===== config.mk =====
export PLATFORM = sky130hd
export DESIGN_NAME = clock_tick_gen
export DESIGN_NICKNAME = d
export VERILOG_FILES = /design/src/rtl/tick_pkg.sv /design/src/rtl/tick_channel.sv /design/src/rtl/clock_tick_gen.sv
export SDC_FILE = /design/constraint.sdc
export NUM_CORES = 1
export LEC_CHECK = 0
export CAP_MARGIN = 20
export CORE_MARGIN = 3
export CORE_UTILIZATION = 60
export DETAILED_ROUTE_END_ITERATION = 10
export PLACE_DENSITY_LB_ADDON = 0.12
export SLEW_MARGIN = 20
export SYNTH_ARGS = -nofsm -noshare
export SYNTH_HDL_FRONTEND = slang
export SYNTH_SLANG_ARGS = --single-unit

===== constraint.sdc =====
create_clock -name clk -period 3 [get_ports clk]
set_input_delay 0.3 -clock clk [delete_from_list [all_inputs] [get_ports clk]]
set_output_delay 0.3 -clock clk [all_outputs]
set_load 0.05 [all_outputs]

===== src/rtl/tick_pkg.sv =====
// Shared types and default sizing for the programmable tick generator.
// Consumers import this package so that the widths agree with the generator.
package tick_pkg;

  typedef enum logic {TICK_PULSE, TICK_TOGGLE} tick_mode_t;

  localparam int DEF_NUM_CH  = 4;
  localparam int DEF_DIV_W   = 8;
  localparam int DEF_RST_DIV = 4;

  // Width of a channel index; a single channel still gets a 1-bit select.
  function automatic int ch_width(input int n);
    return (n > 1) ? $clog2(n) : 1;
  endfunction

endpackage


===== src/rtl/tick_channel.sv =====
// One channel of the tick generator: period counter, shadowed configuration
// and the registered output.
//   clk, n_rst   : system clock, asynchronous active-low reset
//   enable       : count enable; low freezes the counter and toggle level
//   sync_clear   : realign strobe; zeroes counter/output, applies config
//   load         : write strobe for this channel (already decoded)
//   cfg_div      : new divisor
//   cfg_mode     : new output mode
//   tick         : registered channel output
//   pending      : a loaded configuration is waiting for a period boundary
module tick_channel
  import tick_pkg::*;
#(
  parameter int DIV_W   = DEF_DIV_W,
  parameter int RST_DIV = DEF_RST_DIV
) (
  input  logic             clk,
  input  logic             n_rst,
  input  logic             enable,
  input  logic             sync_clear,
  input  logic             load,
  input  logic [DIV_W-1:0] cfg_div,
  input  tick_mode_t       cfg_mode,
  output logic             tick,
  output logic             pending
);

  logic [DIV_W-1:0] cnt;
  logic [DIV_W-1:0] active_div;
  logic [DIV_W-1:0] pend_div;
  tick_mode_t       active_mode;
  tick_mode_t       pend_mode;
  logic             pend_valid;
  logic             out_q;

  logic halted;
  logic wrap;
  logic apply;

  assign halted = (active_div == '0);
  assign wrap   = enable && !halted && (cnt == active_div - DIV_W'(1));
  // A halted channel has no boundary to wait for, so it accepts new
  // configuration on any enabled cycle.
  assign apply  = enable && pend_valid && (wrap || halted);

  // NOTE: every register here is updated with <= so all channel state moves
  // together on the edge; mixing in = would make the order of lines matter.
  always_ff @(posedge clk or negedge n_rst) begin
    if (!n_rst) begin
      cnt         <= '0;
      active_div  <= DIV_W'(RST_DIV);
      active_mode <= TICK_PULSE;
      pend_div    <= '0;
      pend_mode   <= TICK_PULSE;
      pend_valid  <= 1'b0;
      out_q       <= 1'b0;
    end else if (sync_clear) begin
      cnt        <= '0;
      out_q      <= 1'b0;
      pend_valid <= 1'b0;
      // A load in the same cycle wins over an older pending value.
      if (load) begin
        active_div  <= cfg_div;
        active_mode <= cfg_mode;
      end else if (pend_valid) begin
        active_div  <= pend_div;
        active_mode <= pend_mode;
      end
    end else begin
      if (apply) begin
        active_div  <= pend_div;
        active_mode <= pend_mode;
        pend_valid  <= 1'b0;
        cnt         <= '0;
        // The closing period still produces its own edge unless the mode
        // changes, in which case the new mode starts from a clean low.
        if (pend_mode != active_mode)   out_q <= 1'b0;
        else if (active_mode == TICK_PULSE) out_q <= wrap;
        else                            out_q <= out_q ^ wrap;
      end else if (enable) begin
        cnt <= (wrap || halted) ? '0 : cnt + DIV_W'(1);
        if (active_mode == TICK_PULSE) out_q <= wrap;
        else                           out_q <= out_q ^ wrap;
      end else if (active_mode == TICK_PULSE) begin
        out_q <= 1'b0;
      end
      // Placed after the apply branch so a load in a wrap cycle becomes the
      // next pending value instead of being lost.
      if (load) begin
        pend_div   <= cfg_div;
        pend_mode  <= cfg_mode;
        pend_valid <= 1'b1;
      end
    end
  end

  assign tick    = out_q;
  assign pending = pend_valid;

endmodule


===== src/rtl/clock_tick_gen.sv =====
// Multi-channel programmable tick generator. Each channel divides clk by its
// own run-time divisor and drives either a one-cycle pulse or a toggle.
//   clk, n_rst   : system clock, asynchronous active-low reset
//   enable       : global count enable
//   sync_clear   : realign all channels and apply pending configuration
//   cfg_load     : configuration write strobe for channel cfg_ch
//   cfg_ch       : target channel; values >= NUM_CH are ignored
//   cfg_div      : new divisor (0 halts the channel)
//   cfg_mode     : 0 = pulse, 1 = toggle
//   tick_out     : registered per-channel outputs
//   cfg_pending  : per-channel flag for configuration not yet applied
module clock_tick_gen
  import tick_pkg::*;
#(
  parameter int  NUM_CH  = DEF_NUM_CH,
  parameter int  DIV_W   = DEF_DIV_W,
  parameter int  RST_DIV = DEF_RST_DIV,
  localparam int CH_W    = ch_width(NUM_CH)
) (
  input  logic              clk,
  input  logic              n_rst,
  input  logic              enable,
  input  logic              sync_clear,
  input  logic              cfg_load,
  input  logic [CH_W-1:0]   cfg_ch,
  input  logic [DIV_W-1:0]  cfg_div,
  input  logic              cfg_mode,
  output logic [NUM_CH-1:0] tick_out,
  output logic [NUM_CH-1:0] cfg_pending
);

  tick_mode_t mode_in;
  assign mode_in = tick_mode_t'(cfg_mode);

  for (genvar i = 0; i < NUM_CH; i++) begin : g_ch
    logic load_i;
    // Indices beyond NUM_CH match no channel, so such writes are dropped.
    assign load_i = cfg_load && (cfg_ch == CH_W'(i));

    tick_channel #(
      .DIV_W   (DIV_W),
      .RST_DIV (RST_DIV)
    ) u_ch (
      .clk        (clk),
      .n_rst      (n_rst),
      .enable     (enable),
      .sync_clear (sync_clear),
      .load       (load_i),
      .cfg_div    (cfg_div),
      .cfg_mode   (mode_in),
      .tick       (tick_out[i]),
      .pending    (cfg_pending[i])
    );
  end

endmodule


==> flow_summary.yaml <==
cts:
  root_buffer: "clkbuf_8"
  clk_latency_ns: 0.40
  cts.sinks: 112
  clk_path_buf_depth: 2
  numCtsBuffers: 9
  clk_pin_slew_worst_paths_ns: 0.11
  cts_tree: "yes"
  htreeDepth: 3
global_routing:
  grt_pass1_wl_um: 23400
  gr-usage-met2_pct: 40.0
  track_usage_pct: 25.4
  grt_max_degree: 59
  busiest_layer: "met2"
  grt_antenna_before_repair: 0
  grtUsageMet3_pct: 4.64
  use_met1_pct: 35.9
  overflow: 0
  grt_pass1_vias: 4530
floorplanning:
  std_cell_rows: 37
  die_area_mm2: 0.0120
  die_h_um: 110
  die_w_um: 110
  initial_utilization_pct: 62.2
  io_pins: 24
  coreArea_mm2: 0.0104
critical_path:
  crit_required_ns: 3.28
  start_kind: "flop"
  cp_max_fo: 11
  cp-end-kind: "flop"
  critPathArrivalTime_ns: 2.97
  startpoint: "g_ch[0].u_ch.active_div[3]$_DFFE_PN0P_"
  r2r-start: "g_ch[0].u_ch.active_div[3]$_DFFE_PN0P_"
  critPathKind: "reg -> reg"
logic_synthesis:
  yosys-top-cells-area: "dfrtp_1 42%, mux2_2 11%, nand2_1 4.2%, mux2i_1 3.6%, xnor2_1 3.3%"
  synth-edff-count: 0
  synth_cell_types: 62
  netlist_top_cells_count: "108 x dfrtp_1, 72 x nand2_1, 63 x mux2_2"
  syn_inst: 641
  netlist_area_mm2: 0.00645
  synthFlopType: "dfrtp_1"
  yosys_warnings: 0
  syn-mean-instance-area_um2: 10.1
  synth_nets: 669
  synth_top_area_share_pct: 41.9
  yosysSeqAreaShare_pct: 43.5
  synth-seq-cells: 112
  yosysTopAreaCell: "dfrtp_1"
  async_flop_share_pct: 100
  yosysMostFrequentCell: "dfrtp_1"
timing:
  fmax_ghz: 0.373
  period_minus_slack_ns: 2.68
  hold_viol: 0
  tightestPinTransition_ns: 0.754
  drv_slew: 0
  fin_ws_ns: 0.318
  fin_skew_ns: 0.0176
  setup_viol: 0
  rsz0062_at_grt: "false"
  min_period_over_period_pct: 89.4
  tns_ns: 0
  slew_headroom_pct: 49.7
route:
  vias_per_cell: 6.09
  vias: 4890
  drtAntennaViolNets: 0
  drt_wl_total_um: 14100
  drc_errors: 0
  dr.pass1.iters: 5
  wl_per_cell_um: 17.5
  drt_iter0_drc: 487
placed_design:
  place_ws_ns: 0.242
  dpl_cell_area_mm2: 0.00684
  port_buffers: 23
  dp_hpwl_um: 10200
  gp_congestion: 0.859
final_layout:
  syn_to_final_growth_pct: 9.33
  fin_nets: 690
  antennaDiodeCount: 0
  fillers: 804
  final_area_mm2: 0.00705
  utilization_pct: 68.0
  drive_gt1_share_pct: 17.2
power:
  ir_worst_vdd_uv: 524
  p_leak_uw: 0.00317
  p_total_uw: 4660
  powerDensity_mw_per_mm2: 660
status:
  status: "finished clean"
run:
  maxCapViolations: 0
worst_hold_path:
  hold_path_class: "in -> async"
==> kinds of logic after synthesis <==
family                     count (synthesis)  share of synthesized area, %
DFF                                      112                          43.5
xor gates and xnor gates                  40                          5.43
adders and majority gates                 12                          2.33
muxes                                     86                          14.6
and+or+nand+nor                          217                          17.4
buffers and inverters                     55                          3.90
AOI/OAI and AO/OA                        119                          12.9
==> state kept, by name, indices dropped and copies added, names as in the netlist <==
register,count
g_ch.u_ch.tick,4
g_ch.u_ch.cnt,32
g_ch.u_ch.pending,4
g_ch.u_ch.pend_mode,4
g_ch.u_ch.active_mode,4
g_ch.u_ch.active_div,32
g_ch.u_ch.pend_div,32
==> worst paths after layout <==
check | to | slack [ns] | depth (start not counted)
worst max-delay path | g_ch[0].u_ch.active_div[6]$_DFFE_PN0P_ | 0.32 | 8
worst min-delay path | g_ch[3].u_ch.pend_div[1]$_DFFE_PN0P_ | 0.51 | 2
worst max register to register | g_ch[0].u_ch.active_div[6]$_DFFE_PN0P_ | 0.32 | 8
worst min register to register | g_ch[2].u_ch.pend_div[4]$_DFFE_PN0P_ | 0.52 | 1
max in group asynchronous | g_ch[0].u_ch.active_div[2]$_DFFE_PN1P_ | 1.74 | 3
min in group clk | g_ch[2].u_ch.pend_div[4]$_DFFE_PN0P_ | 0.52 | 1
==> metal layers <==
layer  share of wire, %  up-vias
met3                4.5       22
met4                2.1        0
met1                 46     2377
li1                   -     2356
met2                 48      135
met5                  0        -
==> cell type report <==
cell class              count  area [um^2]  area share (%)
repair buffers             42          398            5.64
inverters                  23         86.3            1.22
clock inverters             6         60.1           0.852
flip-flops and latches    112         2810            39.8
well taps                 136          170            2.41
multi-input cells         474         3390            48.1
clock buffers              10          138            1.95
==> power breakdown <==
part	internal [uW]	total, uW	leakage [uW]	switching (uW)
clock	344	900	0.000101	556
combinational	773	1490	0.00166	716
sequential	1870	2270	0.00141	395
total	2990	4660	0.00317	1670
==> through the flow <==
stage,std cells,hold slack [ns]
final,803,0.512
after global routing,803,0.527
after CTS,803,0.517
after detailed placement,786,0.413
after global placement,786,0.410
after floorplan,641,0.00441
==> cell usage in the layout (no fill, tap or decap), types with 3 or more instances in the layout <==
master	netlist	layout
nor2_1	27	27
clkbuf_8	0	10
o21ai_0	27	27
o21bai_1	3	3
nand3b_1	3	3
o211ai_1	11	11
nand2_1	72	72
nor3_1	19	19
nand3_1	23	23
and3_1	15	15
o22ai_1	12	12
xor2_1	16	16
a211o_1	4	4
mux2i_1	23	23
buf_4	8	17
a311oi_1	4	4
nor4_1	7	7
clkdlybuf4s50_1	0	22
nand4_1	4	4
dfstp_2	4	4
nand4b_1	4	4
dfrtp_1	108	108
nor2b_1	7	7
inv_1	22	22
a31oi_1	5	5
a2bb2oi_1	8	8
ha_1	12	12
mux2_2	63	63
o31ai_1	3	3
or3_1	8	8
nor3b_1	14	14
a21o_1	9	8
a21oi_1	15	15
inv_6	0	3
xnor2_1	24	24
==> worst max-delay path, cell delays in order, from the launching register on <==
cell and delay [ns]:
dfrtp_1 0.45, or4_1 0.53, nor4_1 0.26, xnor2_1 0.16, nand4_1 0.22, and2_4 0.26, o21ai_0 0.31, buf_12 0.17
o2bb2a_1 0.21
==> repair_timing <==
action / CTS / global route
setup buffers: 0 / 0
setup endpoints to repair: 0 / 4
resized for setup: 0 / 1
hold endpoints to repair: 53 / 0
hold buffers: 1 / 0
Note: power is estimated with default switching activity, not from simulation.
